## src/rtl/regfile_wb_arbiter_if.sv

```systemverilog
// Bus bundle between the write-back arbiter and its producers / the register file.
// The forwarding signals exist only when WB_FWD_EN is defined.
interface regfile_wb_arbiter_if #(
  parameter int DATA_W = 64,
  parameter int DEPTH  = 4
);
  localparam int CNT_W = $clog2(DEPTH) + 1;

  logic              i_alu_valid;
  logic [4:0]        i_alu_rd;
  logic [DATA_W-1:0] i_alu_data;
  logic              i_lu_valid;
  logic              o_lu_ready;
  logic [4:0]        i_lu_rd;
  logic [DATA_W-1:0] i_lu_data;
  logic [4:0]        o_write_reg;
  logic [DATA_W-1:0] o_writedata;
  logic              o_writedatasignal;
  logic [31:0]       o_pend_mask;
  logic [CNT_W-1:0]  o_fifo_count;
`ifdef WB_FWD_EN
  logic [4:0]        i_fwd_reg;
  logic              o_fwd_hit;
  logic [DATA_W-1:0] o_fwd_data;

  modport master (
    output i_alu_valid, i_alu_rd, i_alu_data, i_lu_valid, i_lu_rd, i_lu_data, i_fwd_reg,
    input  o_lu_ready, o_write_reg, o_writedata, o_writedatasignal, o_pend_mask,
           o_fifo_count, o_fwd_hit, o_fwd_data
  );
  modport slave (
    input  i_alu_valid, i_alu_rd, i_alu_data, i_lu_valid, i_lu_rd, i_lu_data, i_fwd_reg,
    output o_lu_ready, o_write_reg, o_writedata, o_writedatasignal, o_pend_mask,
           o_fifo_count, o_fwd_hit, o_fwd_data
  );
`else
  modport master (
    output i_alu_valid, i_alu_rd, i_alu_data, i_lu_valid, i_lu_rd, i_lu_data,
    input  o_lu_ready, o_write_reg, o_writedata, o_writedatasignal, o_pend_mask,
           o_fifo_count
  );
  modport slave (
    input  i_alu_valid, i_alu_rd, i_alu_data, i_lu_valid, i_lu_rd, i_lu_data,
    output o_lu_ready, o_write_reg, o_writedata, o_writedatasignal, o_pend_mask,
           o_fifo_count
  );
`endif
endinterface

```

## src/rtl/regfile_wb_arbiter.sv

```systemverilog
// Sole driver of the register-file write port: ALU results win, long-latency results queue in a FIFO.
// Optional write-port forwarding compare is enabled with WB_FWD_EN.
module regfile_wb_arbiter #(
  parameter int DATA_W = 64,
  parameter int DEPTH  = 4
) (
  input logic                 i_clk,
  input logic                 i_rst,
  regfile_wb_arbiter_if.slave bus
);
  localparam int PTR_W = $clog2(DEPTH);
  localparam int CNT_W = PTR_W + 1;

  logic [PTR_W-1:0]  wr_ptr_q, wr_ptr_d, rd_ptr_q, rd_ptr_d;
  logic [CNT_W-1:0]  count_q, count_d;
  logic [4:0]        rd_mem_q   [DEPTH];
  logic [4:0]        rd_mem_d   [DEPTH];
  logic [DATA_W-1:0] data_mem_q [DEPTH];
  logic [DATA_W-1:0] data_mem_d [DEPTH];
  logic [4:0]        write_reg_q, write_reg_d;
  logic [DATA_W-1:0] writedata_q, writedata_d;
  logic              wsig_q, wsig_d;
  logic              lu_ready, push, pop;
  logic [31:0]       pend_mask;
  logic [PTR_W-1:0]  offset;

  always_comb begin
    lu_ready = count_q < CNT_W'(DEPTH);
    // rd==0 transfers are handshaked but never stored
    push = bus.i_lu_valid && lu_ready && (bus.i_lu_rd != 5'd0);
    pop  = !bus.i_alu_valid && (count_q != '0);

    rd_mem_d    = rd_mem_q;
    data_mem_d  = data_mem_q;
    wr_ptr_d    = wr_ptr_q;
    rd_ptr_d    = rd_ptr_q;
    write_reg_d = write_reg_q;
    writedata_d = writedata_q;
    wsig_d      = 1'b0;

    if (push) begin
      rd_mem_d[wr_ptr_q]   = bus.i_lu_rd;
      data_mem_d[wr_ptr_q] = bus.i_lu_data;
      wr_ptr_d             = wr_ptr_q + PTR_W'(1);
    end
    if (pop) begin
      rd_ptr_d = rd_ptr_q + PTR_W'(1);
    end
    count_d = count_q + CNT_W'(push) - CNT_W'(pop);

    if (bus.i_alu_valid) begin
      write_reg_d = bus.i_alu_rd;
      writedata_d = bus.i_alu_data;
      wsig_d      = (bus.i_alu_rd != 5'd0);
    end else if (pop) begin
      write_reg_d = rd_mem_q[rd_ptr_q];
      writedata_d = data_mem_q[rd_ptr_q];
      wsig_d      = 1'b1;
    end
  end

  // An entry is live when its distance from the read pointer is below the occupancy
  always_comb begin
    pend_mask = '0;
    offset    = '0;
    for (int i = 0; i < DEPTH; i++) begin
      offset = PTR_W'(i) - rd_ptr_q;
      if ({1'b0, offset} < count_q) begin
        pend_mask[rd_mem_q[i]] = 1'b1;
      end
    end
    pend_mask[0] = 1'b0;
  end

  always_ff @(posedge i_clk or posedge i_rst) begin
    if (i_rst) begin
      wr_ptr_q    <= '0;
      rd_ptr_q    <= '0;
      count_q     <= '0;
      write_reg_q <= '0;
      writedata_q <= '0;
      wsig_q      <= 1'b0;
      for (int i = 0; i < DEPTH; i++) begin
        rd_mem_q[i]   <= '0;
        data_mem_q[i] <= '0;
      end
    end else begin
      wr_ptr_q    <= wr_ptr_d;
      rd_ptr_q    <= rd_ptr_d;
      count_q     <= count_d;
      write_reg_q <= write_reg_d;
      writedata_q <= writedata_d;
      wsig_q      <= wsig_d;
      rd_mem_q    <= rd_mem_d;
      data_mem_q  <= data_mem_d;
    end
  end

  assign bus.o_lu_ready        = lu_ready;
  assign bus.o_write_reg       = write_reg_q;
  assign bus.o_writedata       = writedata_q;
  assign bus.o_writedatasignal = wsig_q;
  assign bus.o_pend_mask       = pend_mask;
  assign bus.o_fifo_count      = count_q;

`ifdef WB_FWD_EN
  assign bus.o_fwd_hit  = wsig_q && (write_reg_q == bus.i_fwd_reg) && (bus.i_fwd_reg != 5'd0);
  assign bus.o_fwd_data = writedata_q;
`endif

endmodule
```

## src/flat_wrapper.sv

```systemverilog
// flat-port wrapper written by rule: the top's interface ports become plain ports
module regfile_wb_arbiter_flat 
#(
  parameter int DATA_W = 64,
  parameter int DEPTH  = 4
)
  (i_clk, i_rst, bus_i_alu_valid, bus_i_alu_rd, bus_i_alu_data, bus_i_lu_valid, bus_i_lu_rd, bus_i_lu_data, bus_o_lu_ready, bus_o_write_reg, bus_o_writedata, bus_o_writedatasignal, bus_o_pend_mask, bus_o_fifo_count);
  regfile_wb_arbiter_if #(.DATA_W(DATA_W), .DEPTH(DEPTH)) bus_i ();
  input logic i_clk;
  input logic i_rst;
  input wire logic [$bits(bus_i.i_alu_valid)-1:0] bus_i_alu_valid;
  input wire logic [$bits(bus_i.i_alu_rd)-1:0] bus_i_alu_rd;
  input wire logic [$bits(bus_i.i_alu_data)-1:0] bus_i_alu_data;
  input wire logic [$bits(bus_i.i_lu_valid)-1:0] bus_i_lu_valid;
  input wire logic [$bits(bus_i.i_lu_rd)-1:0] bus_i_lu_rd;
  input wire logic [$bits(bus_i.i_lu_data)-1:0] bus_i_lu_data;
  output wire logic [$bits(bus_i.o_lu_ready)-1:0] bus_o_lu_ready;
  output wire logic [$bits(bus_i.o_write_reg)-1:0] bus_o_write_reg;
  output wire logic [$bits(bus_i.o_writedata)-1:0] bus_o_writedata;
  output wire logic [$bits(bus_i.o_writedatasignal)-1:0] bus_o_writedatasignal;
  output wire logic [$bits(bus_i.o_pend_mask)-1:0] bus_o_pend_mask;
  output wire logic [$bits(bus_i.o_fifo_count)-1:0] bus_o_fifo_count;
  assign bus_i.i_alu_valid = bus_i_alu_valid;
  assign bus_i.i_alu_rd = bus_i_alu_rd;
  assign bus_i.i_alu_data = bus_i_alu_data;
  assign bus_i.i_lu_valid = bus_i_lu_valid;
  assign bus_i.i_lu_rd = bus_i_lu_rd;
  assign bus_i.i_lu_data = bus_i_lu_data;
  assign bus_o_lu_ready = bus_i.o_lu_ready;
  assign bus_o_write_reg = bus_i.o_write_reg;
  assign bus_o_writedata = bus_i.o_writedata;
  assign bus_o_writedatasignal = bus_i.o_writedatasignal;
  assign bus_o_pend_mask = bus_i.o_pend_mask;
  assign bus_o_fifo_count = bus_i.o_fifo_count;
  regfile_wb_arbiter #(.DATA_W(DATA_W), .DEPTH(DEPTH)) u_core (.i_clk(i_clk), .i_rst(i_rst), .bus(bus_i));
endmodule
```

## config.mk

```make
export PLATFORM = sky130hd
export DESIGN_NAME = regfile_wb_arbiter_flat
export DESIGN_NICKNAME = d
export VERILOG_FILES = /design/src/rtl/regfile_wb_arbiter_if.sv /design/src/rtl/regfile_wb_arbiter.sv /design/src/flat_wrapper.sv
export SDC_FILE = /design/constraint.sdc
export NUM_CORES = 1
export LEC_CHECK = 0
export CORE_MARGIN = 2
export CORE_UTILIZATION = 55
export CTS_CLUSTER_DIAMETER = 40
export DETAILED_ROUTE_END_ITERATION = 7
export PLACE_DENSITY = 0.87
export SLEW_MARGIN = 15
export SYNTH_ARGS = -nofsm -noshare
export SYNTH_HDL_FRONTEND = slang
export SYNTH_SLANG_ARGS = --single-unit
```

## constraint.sdc

```tcl
create_clock -name i_clk -period 15 [get_ports i_clk]
set_clock_uncertainty 0.05 [all_clocks]
set_input_delay 3 -clock i_clk [delete_from_list [all_inputs] [get_ports i_clk]]
set_output_delay 3 -clock i_clk [all_outputs]
set_load 0.02 [all_outputs]
```

== Yosys cells after proc, flatten, opt, wreduce, memory -nomap -nowiden ==
Cells that the tools add are included.

* Output and inout port bits: 106
* Logic and storage cells: 86
* Bits in registers: 353
* Input bits: 142

* Bitwise logic cells: 5
* Magnitude comparators: 16
* Mux-type cells: 30
* Add/sub/neg operators: 8
* Reduce and logical (&&, ||, !) cells: 13

{| class="wikitable"
|+ Operator list
! kind !! number
|-
| $mux 64 || 5
|-
| $bwmux 256 || 1
|-
| $bmux 64 s2 || 1
|-
| $demux 64 s2 || 1
|-
| $mux 32 || 4
|-
| $or 32x32->32 || 3
|-
| $mux 5 || 5
|-
| $lt 5x6->1 const B || 4
|-
| $bwmux 20 || 1
|-
| $demux 1 s5 || 4
|-
| $ge 5x1->1 const B || 4
|-
| $lt 2x3->1 || 4
|-
| $bmux 5 s2 || 1
|-
| $demux 5 s2 || 1
|-
| $reduce_bool 5->1 || 2
|-
| $logic_and 1x1->1 || 8
|-
| $ge 3x3->1 const B || 2
|-
| $mux 1 || 6
|-
| $not 2->3 || 2
|-
| $add 2x1->2 const B || 2
|-
| $sub 1x2->2 const A || 2
|-
| $sub 2x2->2 const A || 2
|-
| $add 3x1->3 || 1
|-
| $lt 3x1->1 const B || 1
|-
| other kinds (5) || 5
|}

== Logic depth before layout (Yosys ltp) ==
Gate-level depths: netlist (run 1).

* Depth after elaboration: 11
* Mapped depth: 11
* Depth with buffers taken out: 8

== Least setup slack after synthesis (run 1) ==
No wires, ideal clock.

* Path type: register -> output
* From: reg u_core.rd_ptr_q[1]
* To: out bus_o_pend_mask[27]
* Path buffers: 4
* Setup slack: 9.365 ns
* Arrival time: 2.585 ns
* Required time: 11.950 ns
* Cell stages (with the launch flop): 11
* Cell sequence: dfrtp_1 -> buf_2 -> buf_4 -> buf_2 -> xnor2_1 -> ha_1 -> nor2b_1 -> a211o_1 -> buf_2 -> or3_1 -> o211ai_1

* Word-level cells in the longest chain between the ends: 9

{| class="wikitable"
|+ Ends and longest elaborated chain
! what !! RTL line !! RTL
|-
| start: declaration || regfile_wb_arbiter.sv:14 || <nowiki>logic [PTR_W-1:0] wr_ptr_q, wr_ptr_d, rd_ptr_q, rd_ptr_d;</nowiki>
|-
| start signal: assignment || regfile_wb_arbiter.sv:89 || <nowiki>rd_ptr_q <= rd_ptr_d;</nowiki>
|-
| $sub 1x2->2 || regfile_wb_arbiter.sv:67 || <nowiki>offset = PTR_W'(i) - rd_ptr_q;</nowiki>
|-
| $lt 2x3->1 || regfile_wb_arbiter.sv:68 || <nowiki>if ({1'b0, offset} < count_q) begin</nowiki>
|-
| $mux 32 || regfile_wb_arbiter.sv:68 ||
|-
| $or 32x32->32 (no line) || n/a ||
|-
| $mux 32 || regfile_wb_arbiter.sv:68 ||
|-
| $or 32x32->32 (no line) || n/a ||
|-
| $mux 32 || regfile_wb_arbiter.sv:68 ||
|-
| $or 32x32->32 (no line) || n/a ||
|-
| $mux 32 (*) || regfile_wb_arbiter.sv:68 ||
|-
| end: declaration || flat_wrapper.sv:21 || <nowiki>output wire logic [$bits(bus_i.o_pend_mask)-1:0] bus_o_pend_mask;</nowiki>
|}

Mark *: on every way between the ends. The rest lies on a longest branch, timed or not.

== Worst setup path in the final report (run 1) ==
* From: reg u_core.rd_ptr_q[1]
* To: out bus_o_pend_mask[2]

The elaborated chain is that of the path after synthesis.

==> results of run 1 <==
==> layer usage <==
| metal | vias to the layer above | global-route usage, % |
|---|---|---|
| li1 | 4969 | - |
| met1 | 5886 | 36.0 |
| met2 | 420 | 45.8 |
| met3 | 102 | 5.43 |
| met4 | 0 | 11.1 |
| met5 | - | 0 |
==> layout make-up <==
type / instances / area, um^2
Antenna cell: 5 / 12.5
Clock buffer: 50 / 1110
Clock inverter: 21 / 220
Fill cell: 2000 / 9130
Inverter: 20 / 82.6
Multi-Input combinational cell: 768 / 7150
Sequential cell: 353 / 8840
Tap cell: 390 / 488
Timing Repair Buffer: 254 / 2530
==> metrics by stage <==
step	power [mW]	hold WS (ns)	utilization, %	area (um^2)
after CTS	4.80	0.449	69.1	20400
after global placement	3.73	0.431	64.6	19100
after global routing	5.03	0.458	69.1	20400
after detailed placement	3.80	0.437	64.6	19100
final	4.78	0.446	69.1	20400
after floorplan	3.12	0.424	-	16500
==> cell usage in the layout (no fill, tap or decap), types with 21 or more instances in the layout <==
cell and n:
clkbuf_16 42, mux4_2 69, nand2_1 27, a221o_1 21
nor2_1 154, clkdlybuf4s50_1 246, dfrtp_1 351, mux2_2 237
o22ai_1 87
==> worst paths after layout <==
kind / startpoint / endpoint / slack, ns / cells past startpoint
max: u_core.rd_ptr_q[1] / bus_o_pend_mask[2] / 8.15 / 7
min in group asynchronous: i_rst / u_core.data_mem_q[186] / 3.01 / 2
min: u_core.data_mem_q[123] / u_core.data_mem_q[123] / 0.45 / 1
max in group asynchronous: i_rst / u_core.rd_ptr_q[0] / 10.38 / 3
min reg2reg: u_core.data_mem_q[123] / u_core.data_mem_q[123] / 0.45 / 1
max reg2reg: u_core.rd_ptr_q[0] / u_core.bus.o_writedata[37] / 12.26 / 4
==> power breakdown <==
part	switching (mW)	internal (mW)	leakage, nW	total, mW
Combinational	0.938	1.09	3.71	2.02
Clock	0.387	0.582	0.653	0.970
Sequential	0.355	1.43	4.22	1.79
Total	1.68	3.10	8.58	4.78
==> logic make-up (layout without fill, tap and decap cells) <==
| logic type | Yosys count | in the layout | synth area share [%] |
|---|---|---|---|
| compound gates | 162 | 162 | 7.47 |
| xor+xnor | 6 | 6 | 0.318 |
| fa+ha+maj | 11 | 11 | 0.879 |
| buf+inv | 107 | 345 | 3.30 |
| flops | 353 | 353 | 53.5 |
| mux | 326 | 326 | 27.4 |
| other cells | 1 | 6 | 0.0227 |
| simple gates | 262 | 262 | 7.09 |
==> critical path: cells and delay by family, from the launching register on <==
kind	cells	cell delay, ns
compound gates	2	0.76
xor+xnor	1	0.20
fa+ha+maj	1	0.30
buf+inv	1	0.61
flops	1	0.82
simple gates	2	0.60
==> results_dict.tcl, run 1 <==
set metrics [dict create \
    status "finished clean" \
    dieArea_um2 31400 \
    initial_core_util_pct 55.8 \
    antenna_found_initial 3 \
    routed.top_layer "met4" \
    ios 248 \
    drc 0 \
    dp_slack_ns 8.72 \
    finalNetCount 1592 \
    drv_slew 0 \
    post_drt_wl_per_cell_um 23.0 \
    clkSlewWorstSetupHoldPaths_ns 0.06 \
    ir_drop_uv 115 \
    clk_latency_ns 0.52 \
    synth.cell_area_um2 16500 \
    dieHeight_um 177 \
    syn_inst 1228 \
    grt_pass1_wl_um 67500 \
    core-area_um2 29600 \
    io_buffers 246 \
    dp_hpwl_um 27600 \
    slowest_delay_ns 0.82 \
    ys_ff_latch 353 \
    fmax_ghz 0.146 \
    largest_reg_flops 256 \
    synth_edf_count 0 \
    synth-warning-count 0 \
    placed_cells 1785 \
    ys.flop_type "dfrtp_1" \
    worstMarginPinSlew_ns 1.15 \
    cts-hold-fix-buffers 0 \
    drive_gt1_share_pct 28.4 \
    htreeDepth 2 \
    setup_viol 0 \
    track_usage_pct 27.6 \
    ctsResizeCount 0 \
    critPathKind "flop to output port" \
    grt_start_max_net_pins 123 \
    path_cells "xnor2_1, ha_1, nor2b_1, a211o_1, nor3_1, a221o_1, clkdlybuf4s50_1" \
    areaGrowthSynthToFinish_pct 23.8 \
    finalHoldViolCount 0 \
    hp-class "flop to flop" \
    rows 63 \
    clockBufferDepth 3 \
    finalSetupTns_ns 0 \
    viasPerCell 6.11 \
    synth-seq-area-share_pct 53.5 \
    critPathLaunchType "flop" \
    stdcell_count 1861 \
    grt_pass1_vias 12300 \
    dr.first_iter.drc_count 920 \
    netlist-cell-type-count 49 \
    timing.final.ws_setup_ns 8.15 \
    cts_tree "yes" \
    cp_slowest_cell "dfrtp_4" \
    syn_avg_cell_area_um2 13.4 \
    cts_buffers 42 \
    synth.most_common_cell "dfrtp_1" \
    crit_path_end_kind "output port" \
    cp.required_ns 11.95 \
    post-cts-setup-buffer-count 0 \
    critPathArrivalTime_ns 3.80 \
    period_minus_slack_ns 6.85 \
    grt_overflow 0 \
    detail-route-antenna-nets 0 \
    vias 11400 \
    dr.pass1.iters 5 \
    crit_fanout 30 \
    die_width_um 177 \
    power_density_nw_per_um2 234 \
    maxCapViolCount 0 \
    ys_top_cells_by_area "dfrtp_1 (54%), mux2_2 (16%), mux4_2 (9.4%)" \
    yosysTopAreaCell "dfrtp_1" \
    timing.final.crit_share_pct 45.6 \
    rsz0062_at_grt "false" \
    netlist.area_leader.share_pct 53.5 \
    gp_congestion 0.969 \
    top_register "u_core.data_mem_q" \
    wirelength_met1_um 17500 \
    syn_nets 1381 \
    met3RoutedLength_um 2780 \
    slew_headroom_pct 23.1 \
    synth-async-reset-ratio_pct 100 \
    ys_top_cells_by_count "dfrtp_1 (353), mux2_2 (237), nor2_1 (154), o22ai_1 (87), mux4_2 (69)" \
    leakage_nw 8.58 \
    wl_um 42800 \
    cts.sinks 353 \
    cts_root_buffer "clkbuf_16" \
    wl_met2_um 21100 \
]
No activity file was read; power rests on OpenSTA's default activity.
==> run 2, diff against run 1 <==
- clock period: 15 -> 6.34 ns (I/O delays scaled with it)
==> run 2 against run 1 <==
Against the previous run: clock power grew to 2.6 times the previous value; largest cell class unchanged; sequential share of layout area shrank 0.34 points; setup slack worse by 7.1 ns.
==> results_dict.tcl, run 2 (synthesized netlist as in run 1, its figures left out) <==
set metrics [dict create \
    status "finished clean" \
    routed.top_layer "met5" \
    finalHoldViolCount 0 \
    fmax_ghz 0.190 \
    grt_pass1_vias 12500 \
    finalSetupTns_ns 0 \
    timing.final.crit_share_pct 83.0 \
    period_minus_slack_ns 5.26 \
    clockBufferDepth 3 \
    rrSetupSlack_ns 3.48 \
    ios 248 \
    dieHeight_um 177 \
    drc 0 \
    dp_hpwl_um 27100 \
    n_antenna_cell 0 \
    drive_gt1_share_pct 28.9 \
    cts_root_buffer "clkbuf_16" \
    place_area_um2 19100 \
    gp_congestion 0.930 \
    power_density_nw_per_um2 559 \
    dr.first_iter.drc_count 998 \
    viasPerCell 6.20 \
    htreeDepth 2 \
    critPathLaunchType "flop" \
    cts-hold-fix-buffers 0 \
    vias 11600 \
    leakage_nw 8.65 \
    timing.rr.start "u_core.bus.o_fifo_count[2]" \
    dieArea_um2 31400 \
    rows 63 \
    final_common_cell "dfrtp_1" \
    min_to "u_core.data_mem_q[121]" \
    setup_viol 0 \
    cts_buffers 42 \
    timing.rr.end "u_core.data_mem_q[184]" \
    hold_start "u_core.data_mem_q[121]" \
    grt_start_max_net_pins 180 \
    min_delay_path_depth 1 \
    die_width_um 177 \
    io_buffers 246 \
    met3RoutedLength_um 2800 \
    slew_headroom_pct 31.2 \
    critPathKind "flop to output port" \
    rsz0062_at_grt "false" \
    dr.pass1.iters 6 \
    detail-route-antenna-nets 0 \
    grt_overflow 0 \
    crit_fanout 44 \
    initial_core_util_pct 55.8 \
    post-cts-setup-buffer-count 0 \
    clk_latency_ns 0.54 \
    cts.sinks 353 \
    wl_um 43700 \
    hp-class "flop to flop" \
    areaGrowthSynthToFinish_pct 24.8 \
    wl_met2_um 21500 \
    post_drt_wl_per_cell_um 23.4 \
    timing.final.ws_setup_ns 1.08 \
    dp_slack_ns 1.63 \
    crit_path_end_kind "output port" \
    maxCapViolCount 0 \
    ir_drop_uv 305 \
    largest_reg_flops 256 \
    antenna_found_initial 1 \
    finalNetCount 1595 \
    drv_slew 0 \
    worstMarginPinSlew_ns 1.03 \
    ctsResizeCount 0 \
    r2r_cells 5 \
    top_register "u_core.data_mem_q" \
    clkSlewWorstSetupHoldPaths_ns 0.06 \
    critPathArrivalTime_ns 3.94 \
    core-area_um2 29600 \
    mostFrequentLayoutCells "dfrtp_1 (351), clkdlybuf4s50_1 (246), mux2_2 (237), nor2_1 (154), o22ai_1 (87)" \
    grt_pass1_wl_um 69200 \
    cp.required_ns 5.02 \
    wirelength_met1_um 17900 \
    postLayoutCellArea_um2 20600 \
    track_usage_pct 28.1 \
    cts_tree "yes" \
]
## run 2: per-layer routing
| layer | GRT usage, % | vias up |
|---|---|---|
| li1 | - | 4991 |
| met5 | 0 | - |
| met1 | 37.6 | 5978 |
| met2 | 46.4 | 475 |
| met4 | 10.6 | 2 |
| met3 | 4.88 | 126 |
## run 2: layout make-up
class                   count  area, um^2
fillers                  1916        8960
flip-flops and latches    353        8840
multi-input cells         768        7150
repair buffers            257        2570
clock buffers              56        1190
well taps                 390         488
clock inverters            22         270
inverters                  20        78.8
## run 2: metrics by stage
stage	std cells	total power, mW	util, %	hold slack [ns]
floorplan	1228	7.38	-	0.424
global placement	1788	8.78	64.7	0.429
detailed placement	1788	8.96	64.7	0.438
CTS	1866	11.5	69.7	0.452
global route	1866	12.1	69.7	0.465
finish	1866	11.5	69.7	0.450
## run 2: how the worst max path moves through the flow
stage	endpoint	slack [ns]	from
3_5_place_dp	bus_o_pend_mask[10]	1.63	u_core.rd_ptr_q[0]
2_1_floorplan	u_core.bus.o_fifo_count[0]	0.29	i_rst
3_3_place_gp	bus_o_pend_mask[10]	1.69	u_core.rd_ptr_q[0]
5_1_grt	bus_o_pend_mask[6]	0.81	u_core.rd_ptr_q[0]
6_report	bus_o_pend_mask[14]	1.08	u_core.rd_ptr_q[0]
4_1_cts	bus_o_pend_mask[10]	1.05	u_core.rd_ptr_q[0]
## run 2: power by group
part,total [mW],internal (mW),leakage [nW],switching (mW)
logic,4.75,2.57,3.73,2.19
clock network,2.48,1.51,0.706,0.973
registers,4.27,3.39,4.22,0.881
## run 2: critical path, cell delays in order (launching register included)
cell and delay (ns):
dfrtp_4 0.95, xnor2_1 0.19, ha_1 0.31, nor2b_1 0.16, a211o_1 0.49, nor3_1 0.42, a221o_1 0.24, clkdlybuf4s50_1 0.60
